<file path="src/rtl/mw_writeback_unit.sv">
// mw_writeback_unit: register file write-port driver for M/W retirement and multi-cycle mult/div results
module mw_writeback_unit #(
   parameter int DATA_WIDTH  = 32,
   parameter int RSTATUS_REG = 30,
   parameter int LINK_REG    = 31
) (
   input  logic                  clock,
   input  logic                  reset,
   input  logic [31:0]           mw_insn,
   input  logic [DATA_WIDTH-1:0] mw_alu_result,
   input  logic [DATA_WIDTH-1:0] mw_mem_data,
   input  logic [DATA_WIDTH-1:0] mw_pc_plus1,
   input  logic                  mw_ovf,
   input  logic                  x_md_issue,
   input  logic [31:0]           x_insn,
   input  logic                  md_ready,
   input  logic                  md_exception,
   input  logic [DATA_WIDTH-1:0] md_result,
   output logic                  ctrl_writeEnable,
   output logic [4:0]            ctrl_writeReg,
   output logic [DATA_WIDTH-1:0] data_writeReg,
   output logic                  md_stall
);
   localparam logic [4:0] RS_REG = 5'(RSTATUS_REG);
   localparam logic [4:0] LN_REG = 5'(LINK_REG);
   typedef enum logic [1:0] {IDLE, BUSY, HOLD} state_t;
   state_t                r_state, w_next;
   logic [4:0]            r_md_reg, r_reg;
   logic [DATA_WIDTH-1:0] r_md_data, r_data;
   logic                  r_md_div, r_we, r_stall;
   logic [4:0]            w_op, w_rd, w_alu, w_mw_reg, w_md_dst;
   logic [DATA_WIDTH-1:0] w_mw_data, w_md_val;
   logic                  w_mw_val, w_mw_we, w_md_fire, w_md_wr;
   logic                  w_unused;
   assign w_unused = ^{mw_insn[21:7], mw_insn[1:0], x_insn[31:27], x_insn[21:7], x_insn[1:0]};
   assign w_op  = mw_insn[31:27];
   assign w_rd  = mw_insn[26:22];
   assign w_alu = mw_insn[6:2];
   always_comb begin
      w_mw_val  = 1'b0;
      w_mw_reg  = 5'd0;
      w_mw_data = '0;
      case (w_op)
         5'b00000: if (w_alu != 5'b00110 && w_alu != 5'b00111) begin
            w_mw_val  = 1'b1;
            w_mw_reg  = (mw_ovf && w_alu[4:1] == 4'd0) ? RS_REG : w_rd;
            w_mw_data = (mw_ovf && w_alu[4:1] == 4'd0) ? DATA_WIDTH'(w_alu[0] ? 3 : 1) : mw_alu_result;
         end
         5'b00101: begin
            w_mw_val  = 1'b1;
            w_mw_reg  = mw_ovf ? RS_REG : w_rd;
            w_mw_data = mw_ovf ? DATA_WIDTH'(2) : mw_alu_result;
         end
         5'b01000: begin
            w_mw_val  = 1'b1;
            w_mw_reg  = w_rd;
            w_mw_data = mw_mem_data;
         end
         5'b00011: begin
            w_mw_val  = 1'b1;
            w_mw_reg  = LN_REG;
            w_mw_data = mw_pc_plus1;
         end
         5'b10101: begin
            w_mw_val  = 1'b1;
            w_mw_reg  = RS_REG;
            w_mw_data = mw_alu_result;
         end
         default: ;
      endcase
   end
   assign w_mw_we = w_mw_val && w_mw_reg != 5'd0;
   // In BUSY the result comes straight off the mult/div inputs; in HOLD it is the latched copy
   assign w_md_dst  = (r_state == BUSY && md_exception) ? RS_REG : r_md_reg;
   assign w_md_val  = (r_state != BUSY) ? r_md_data :
                      md_exception ? DATA_WIDTH'(r_md_div ? 5 : 4) : md_result;
   assign w_md_fire = ((r_state == BUSY && md_ready) || r_state == HOLD) && !w_mw_we;
   assign w_md_wr   = w_md_fire && w_md_dst != 5'd0;
   always_comb begin
      w_next = r_state;
      case (r_state)
         IDLE:    w_next = x_md_issue ? BUSY : IDLE;
         BUSY:    w_next = md_ready ? (w_mw_we ? HOLD : IDLE) : BUSY;
         HOLD:    w_next = w_mw_we ? HOLD : IDLE;
         default: w_next = IDLE;
      endcase
   end
   always_ff @(posedge clock) begin
      if (!reset) begin
         r_state   <= IDLE;
         r_md_reg  <= 5'd0;
         r_md_data <= '0;
         r_md_div  <= 1'b0;
         r_we      <= 1'b0;
         r_reg     <= 5'd0;
         r_data    <= '0;
         r_stall   <= 1'b0;
      end else begin
         r_state <= w_next;
         if (r_state == IDLE && x_md_issue) begin
            r_md_reg <= x_insn[26:22];
            r_md_div <= x_insn[6:2] == 5'b00111;
         end
         if (r_state == BUSY && md_ready) begin
            r_md_reg  <= w_md_dst;
            r_md_data <= w_md_val;
         end
         r_we    <= w_mw_we || w_md_wr;
         r_reg   <= w_mw_we ? w_mw_reg : w_md_wr ? w_md_dst : 5'd0;
         r_data  <= w_mw_we ? w_mw_data : w_md_wr ? w_md_val : '0;
         r_stall <= w_next != IDLE;
      end
   end
   assign ctrl_writeEnable = r_we;
   assign ctrl_writeReg    = r_reg;
   assign data_writeReg    = r_data;
   assign md_stall         = r_stall;
endmodule

</file>
<file path="config.mk">
export PLATFORM = sky130hd
export DESIGN_NAME = mw_writeback_unit
export DESIGN_NICKNAME = d
export VERILOG_FILES = /design/src/rtl/mw_writeback_unit.sv
export SDC_FILE = /design/constraint.sdc
export NUM_CORES = 1
export LEC_CHECK = 0
export ABC_AREA = 1
export BUFFER_PORTS_ARGS = -buffer_cell sky130_fd_sc_hd__buf_4
export CELL_PAD_IN_SITES_DETAIL_PLACEMENT = 1
export CELL_PAD_IN_SITES_GLOBAL_PLACEMENT = 1
export CORE_ASPECT_RATIO = 1.25
export CORE_MARGIN = 5
export CORE_UTILIZATION = 32
export CTS_CLUSTER_DIAMETER = 200
export DETAILED_ROUTE_END_ITERATION = 10
export GPL_TIMING_DRIVEN = 1
export HOLD_SLACK_MARGIN = 0.08
export MAX_ROUTING_LAYER = met4
export PLACE_DENSITY = 0.86
export SYNTH_ARGS = -nofsm -noshare
export SYNTH_HDL_FRONTEND = slang
export SYNTH_SLANG_ARGS = --single-unit
</file>
<file path="constraint.sdc">
create_clock -name clock -period 4.2 [get_ports clock]
set_input_delay 0.84 -clock clock [delete_from_list [all_inputs] [get_ports clock]]
set_output_delay 0.84 -clock clock [all_outputs]
set_load 0.005 [all_outputs]
</file>
-- Yosys cells after proc, flatten, opt, wreduce, memory -nomap -nowiden
Cells that the tools add are included.
Widths: inputs -> output; s select.
- register bits: 79
- input bits: 198
- output and inout port bits: 39
- logic and storage cells: 62
- eq/ne operators: 10
- multiplexer cells: 25
- reduce and logical (&&, ||, !) cells: 19
- operator list (cell ; count):
    $mux 32 ; 7
    $pmux 32 s5 ; 1
    $mux 5 ; 8
    $pmux 5 s5 ; 1
    $eq 5x3->1 const B ; 2
    $ne 5x3->1 const B ; 2
    $reduce_bool 5->1 ; 2
    $logic_and 1x1->1 ; 8
    $mux 2 ; 3
    $pmux 2 s3 ; 1
    $eq 5x2->1 const B ; 1
    $eq 5x4->1 const B ; 1
    $eq 5x5->1 const B ; 1
    $logic_not 5->1 ; 1
    $logic_not 4->1 ; 1
    $reduce_bool 2->1 ; 2
    $reduce_or 4->1 ; 1
    $mux 1 ; 3
    $eq 2x1->1 const B ; 1
    $eq 2x2->1 const B ; 1
    $logic_not 2->1 ; 1
    $logic_or 1x1->1 ; 2
    $ne 2x1->1 const B ; 1
    $pmux 1 s2 ; 1
    $logic_not 1->1 ; 1

-- Logic depth before layout (Yosys ltp)
- word-level depth: 12
- gate-level depth with buffers: 13
- depth with buffers taken out: 13

-- Least setup slack after synthesis
Ideal clock, no wire load.
- path kind: input to register
- start point: input mw_insn[5]
- end point: register r_data[22], in the netlist data_writeReg[22]
- library setup time: 0.058 ns
- arrival: 2.131 ns
- required time: 4.142 ns
- slack: 2.011 ns
- stages on the path: 10
- path buffers: 1
- path through: nor2_2 -> nand3_1 -> nand2_4 -> nor2_1 -> nor2_2 -> nand2_2 -> nor3_4 -> buf_6 -> nand4_1 -> nand2_1
- longest elaborated chain between the ends: 12
- elaborated cells between the ends (all ways): 20
- classes of those cells: 2 x eq/ne; 10 x mux; 8 x reduce/logical
- RTL lines (element ; line ; RTL):
    start: declaration ; 9 ; input logic [31:0] mw_insn,
    $logic_not 4->1 ; 46, 47 ;
    $logic_and 1x1->1 ; 46, 47 ;
    $mux 5 ; 46 ; w_mw_reg = (mw_ovf && w_alu[4:1] == 4'd0) ? RS_REG : w_rd;
    $mux 5 ; 44 ; 5'b00000: if (w_alu != 5'b00110 && w_alu != 5'b00111) begin
    $pmux 5 s5 ; 43 ; case (w_op)
    $reduce_bool 5->1 ; 72 ; assign w_mw_we = w_mw_val && w_mw_reg != 5'd0;
    $logic_and 1x1->1 ; 72 ;
    $logic_not 1->1 ; 77 ; assign w_md_fire = ((r_state == BUSY && md_ready) || r_state == HOLD) && !w_mw_we;
    $logic_and 1x1->1 ; 77 ;
    $logic_and 1x1->1 ; 78 ; assign w_md_wr = w_md_fire && w_md_dst != 5'd0;
    $mux 32 ; 110 ; r_data <= w_mw_we ? w_mw_data : w_md_wr ? w_md_val : '0;
    $mux 32 * ; 110 ;
    end signal: assignment ; 110 ;
    end: declaration ; 29 ; logic [DATA_WIDTH-1:0] r_md_data, r_data;
Mark *: on every way between the ends. The rest lies on a longest branch, timed or not.
A chain may end at the register's enable or synchronous reset.

-- Worst setup path in the final report
- start point: input mw_insn[28]
- end point: register r_reg[2], in the netlist ctrl_writeReg[2]
- longest elaborated chain between the ends: 9
- elaborated cells between the ends (all ways): 15
- classes of those cells: 4 x eq/ne; 4 x mux; 7 x reduce/logical
- RTL lines (element ; line ; RTL):
    $eq 5x5->1 (tied with other cells) ; 43 ;
    $pmux 5 s5 or $reduce_or 4->1 (tied branches) ; n/a ;
    $reduce_bool 5->1 or $pmux 1 s2 (tied branches) ; 72, 43 ;
    $logic_and 1x1->1 ; 72 ;
    $logic_not 1->1 ; 77 ;
    $logic_and 1x1->1 ; 77 ;
    $logic_and 1x1->1 ; 78 ;
    $mux 5 ; 109 ; r_reg <= w_mw_we ? w_mw_reg : w_md_wr ? w_md_dst : 5'd0;
    $mux 5 * ; 109 ;
    end signal: assignment ; 109 ;
    end: declaration ; 28 ; logic [4:0] r_md_reg, r_reg;
Marked as above.

==> flow_summary.json <==
{
  "syn_to_final_growth_pct": 42.0,
  "leakage_nw": 3.15,
  "busiest_layer": "met2",
  "tritoncts": "built",
  "cts_setup_buffers": 0,
  "hpwlAfterDp_um": 12600,
  "critPathMaxFanout": 30,
  "layout_common_cells": "284 x nand2_1, 204 x buf_4, 79 x dfxtp_1",
  "dr.pass1.iters": 4,
  "routedWlPerCell_um": 16.1,
  "start_kind": "input pin",
  "htreeDepth": 3,
  "pwr-share-clk_pct": 43.8,
  "crit_required_ps": 4470,
  "netlist_area_sq_um": 4430,
  "fin_nets": 1081,
  "cp-end-kind": "register",
  "clock_sinks": 79,
  "path_clk_slew_ps": 60,
  "status": "complete, no violations",
  "yosysWarnings": 0,
  "clock_path_buffers": 2,
  "grt_pass1_wl_um": 27000,
  "syn_inst": 712,
  "worstPathArrival_ps": 2960,
  "die_h_um": 142,
  "ir_drop_uv": 175,
  "r2r_slack_ps": 1660,
  "ctsHoldBuffers": 0,
  "avgSynthCellArea_sq_um": 6.22,
  "min_period_ps": 2690,
  "worstMarginPinSlew_ps": 1040,
  "grt_use_met1_pct": 22.6,
  "clock_skew_ps": 9.71,
  "placed_area_sq_um": 5950,
  "rsz0062_at_grt": "no",
  "worst-setup-path-type": "in2reg",
  "initial_core_util_pct": 32.3,
  "p_seq_share_pct": 38.3,
  "power_switching_share_pct": 25.8,
  "ctsResizeCount": 0,
  "routed_wl_um": 17100,
  "synth_nets": 910,
  "synth_seq_area_share_pct": 35.7,
  "grt_util_met2_pct": 40.2,
  "reg2reg_depth": 10,
  "drive_gt1_share_pct": 26.9,
  "antenna_found_initial": 0,
  "ys_ff_latch": 79,
  "final_area_sq_um": 6290,
  "p_per_area_nw_per_um2": 328,
  "hp-class": "reg2reg",
  "diodes": 0,
  "viasPerCell": 5.00,
  "io-pin-count": 237,
  "drc": 0,
  "combPwrFrac_pct": 18.0,
  "groute.usage.overall_pct": 21.4,
  "die_w_um": 115,
  "drv_slew": 0,
  "period_share_pct": 64.0,
  "ant_nets": 0,
  "grt_pass1_vias": 5462,
  "routed-via-count": 5304,
  "setup_viol": 0,
  "yosysUniqueCellTypes": 32,
  "gp_congestion": 0.808,
  "grt_util_met3_pct": 3.75,
  "portBuffers": 197,
  "p_switching_mw": 0.532,
  "clockRootBuffer": "clkbuf_16",
  "grt_max_degree": 58,
  "numCtsBuffers": 9,
  "die_area_sq_um": 16300,
  "grt-ovfl-total": 0,
  "core_area_sq_um": 13700,
  "fp-row-count": 48,
  "max_freq_mhz": 372,
  "drtIter0Drc": 177,
  "maxCapViolCount": 0,
  "hold_viol_final": 0,
  "holdPathStages": 2,
  "insertion_delay_ps": 340,
  "tns_ps": 0,
  "slew_headroom_pct": 30.6,
  "internal_power_mw": 1.53,
  "final_common_cell": "nand2_1"
}
## synthesized netlist by cell type (all sizes together)
| library cell | count | area, sq um |
|---|---|---|
| clkinv | 2 | 7.51 |
| nor4 | 1 | 6.26 |
| nor3 | 1 | 16.3 |
| nand3 | 65 | 330 |
| dfxtp | 79 | 1580 |
| o2111ai | 1 | 8.76 |
| o21ai | 38 | 190 |
| a22oi | 1 | 7.51 |
| nand2 | 289 | 1100 |
| nor2 | 40 | 180 |
| a21o | 1 | 7.51 |
| a221oi | 1 | 8.76 |
| inv | 61 | 229 |
| a21oi | 39 | 206 |
| a32o | 1 | 10.0 |
| o22ai | 1 | 6.26 |
| clkbuf | 23 | 90.1 |
| buf | 21 | 144 |
| a31oi | 2 | 12.5 |
| nand4 | 44 | 275 |
| nor3b | 1 | 7.51 |
## path summary, 6_finish.rpt
check,to,startpoint
min,r_md_data[6]$_SDFFE_PN0P_,r_md_data[6]$_SDFFE_PN0P_
max reg2reg,r_md_reg[0]$_SDFFE_PN0P_,r_state[0]$_SDFF_PN0_
max,ctrl_writeReg[2]$_SDFF_PN0_,mw_insn[28]
min reg2reg,r_md_data[6]$_SDFFE_PN0P_,r_md_data[6]$_SDFFE_PN0P_
## metal layers
layer,part of all wire [%],vias up
met5,0,-
met4,1.9,0
met3,5.3,26
met2,55,139
met1,38,2501
li1,-,2638
## worst max-delay path: stages
cell	delay, ps
buf_4	120
nor2_2	270
nand2_1	110
nor2_2	150
nand2_4	110
nor2_1	150
nor2_2	70
nand2_1	80
nor2_2	60
a21oi_4	650
o21ai_0	200
nand2_1	130
## layout make-up
class                      instances  area [sq um]
clock buffer                      10           239
clock inverter                     4          95.1
fill                            1849          7410
inverter                          63           236
multi-input combinational        526          2380
sequential                        79          1580
tap                              175           219
timing repair buffer             204          1530
## through the flow
step	std cells	hold WS, ps	worst slack [ps]	utilization (%)	power [mW]
after global placement	1047	434	1140	43.5	1.17
after global routing	1061	464	1240	45.9	2.16
after floorplan	712	425	2010	-	0.991
after CTS	1061	452	1430	45.9	2.08
after detailed placement	1047	443	1140	43.5	1.18
final	1061	450	1510	45.9	2.06
## kinds of logic after synthesis
kind of cell / count (synthesis) / synth area share, %
AO/OA/AOI/OAI: 85 / 10.3
buffers and inverters: 107 / 10.6
flip-flops: 79 / 35.7
AND/OR/NAND/NOR: 441 / 43.3
## power groups by stage
stage               combinational [mW]  sequential, mW  clock, mW
floorplan                        0.187           0.804          0
global placement                 0.368           0.804          0
detailed placement               0.373           0.804          0
CTS                              0.376           0.788      0.919
global route                     0.410           0.791      0.954
finish                           0.371           0.788      0.902
(Power assumes the default switching activity.)
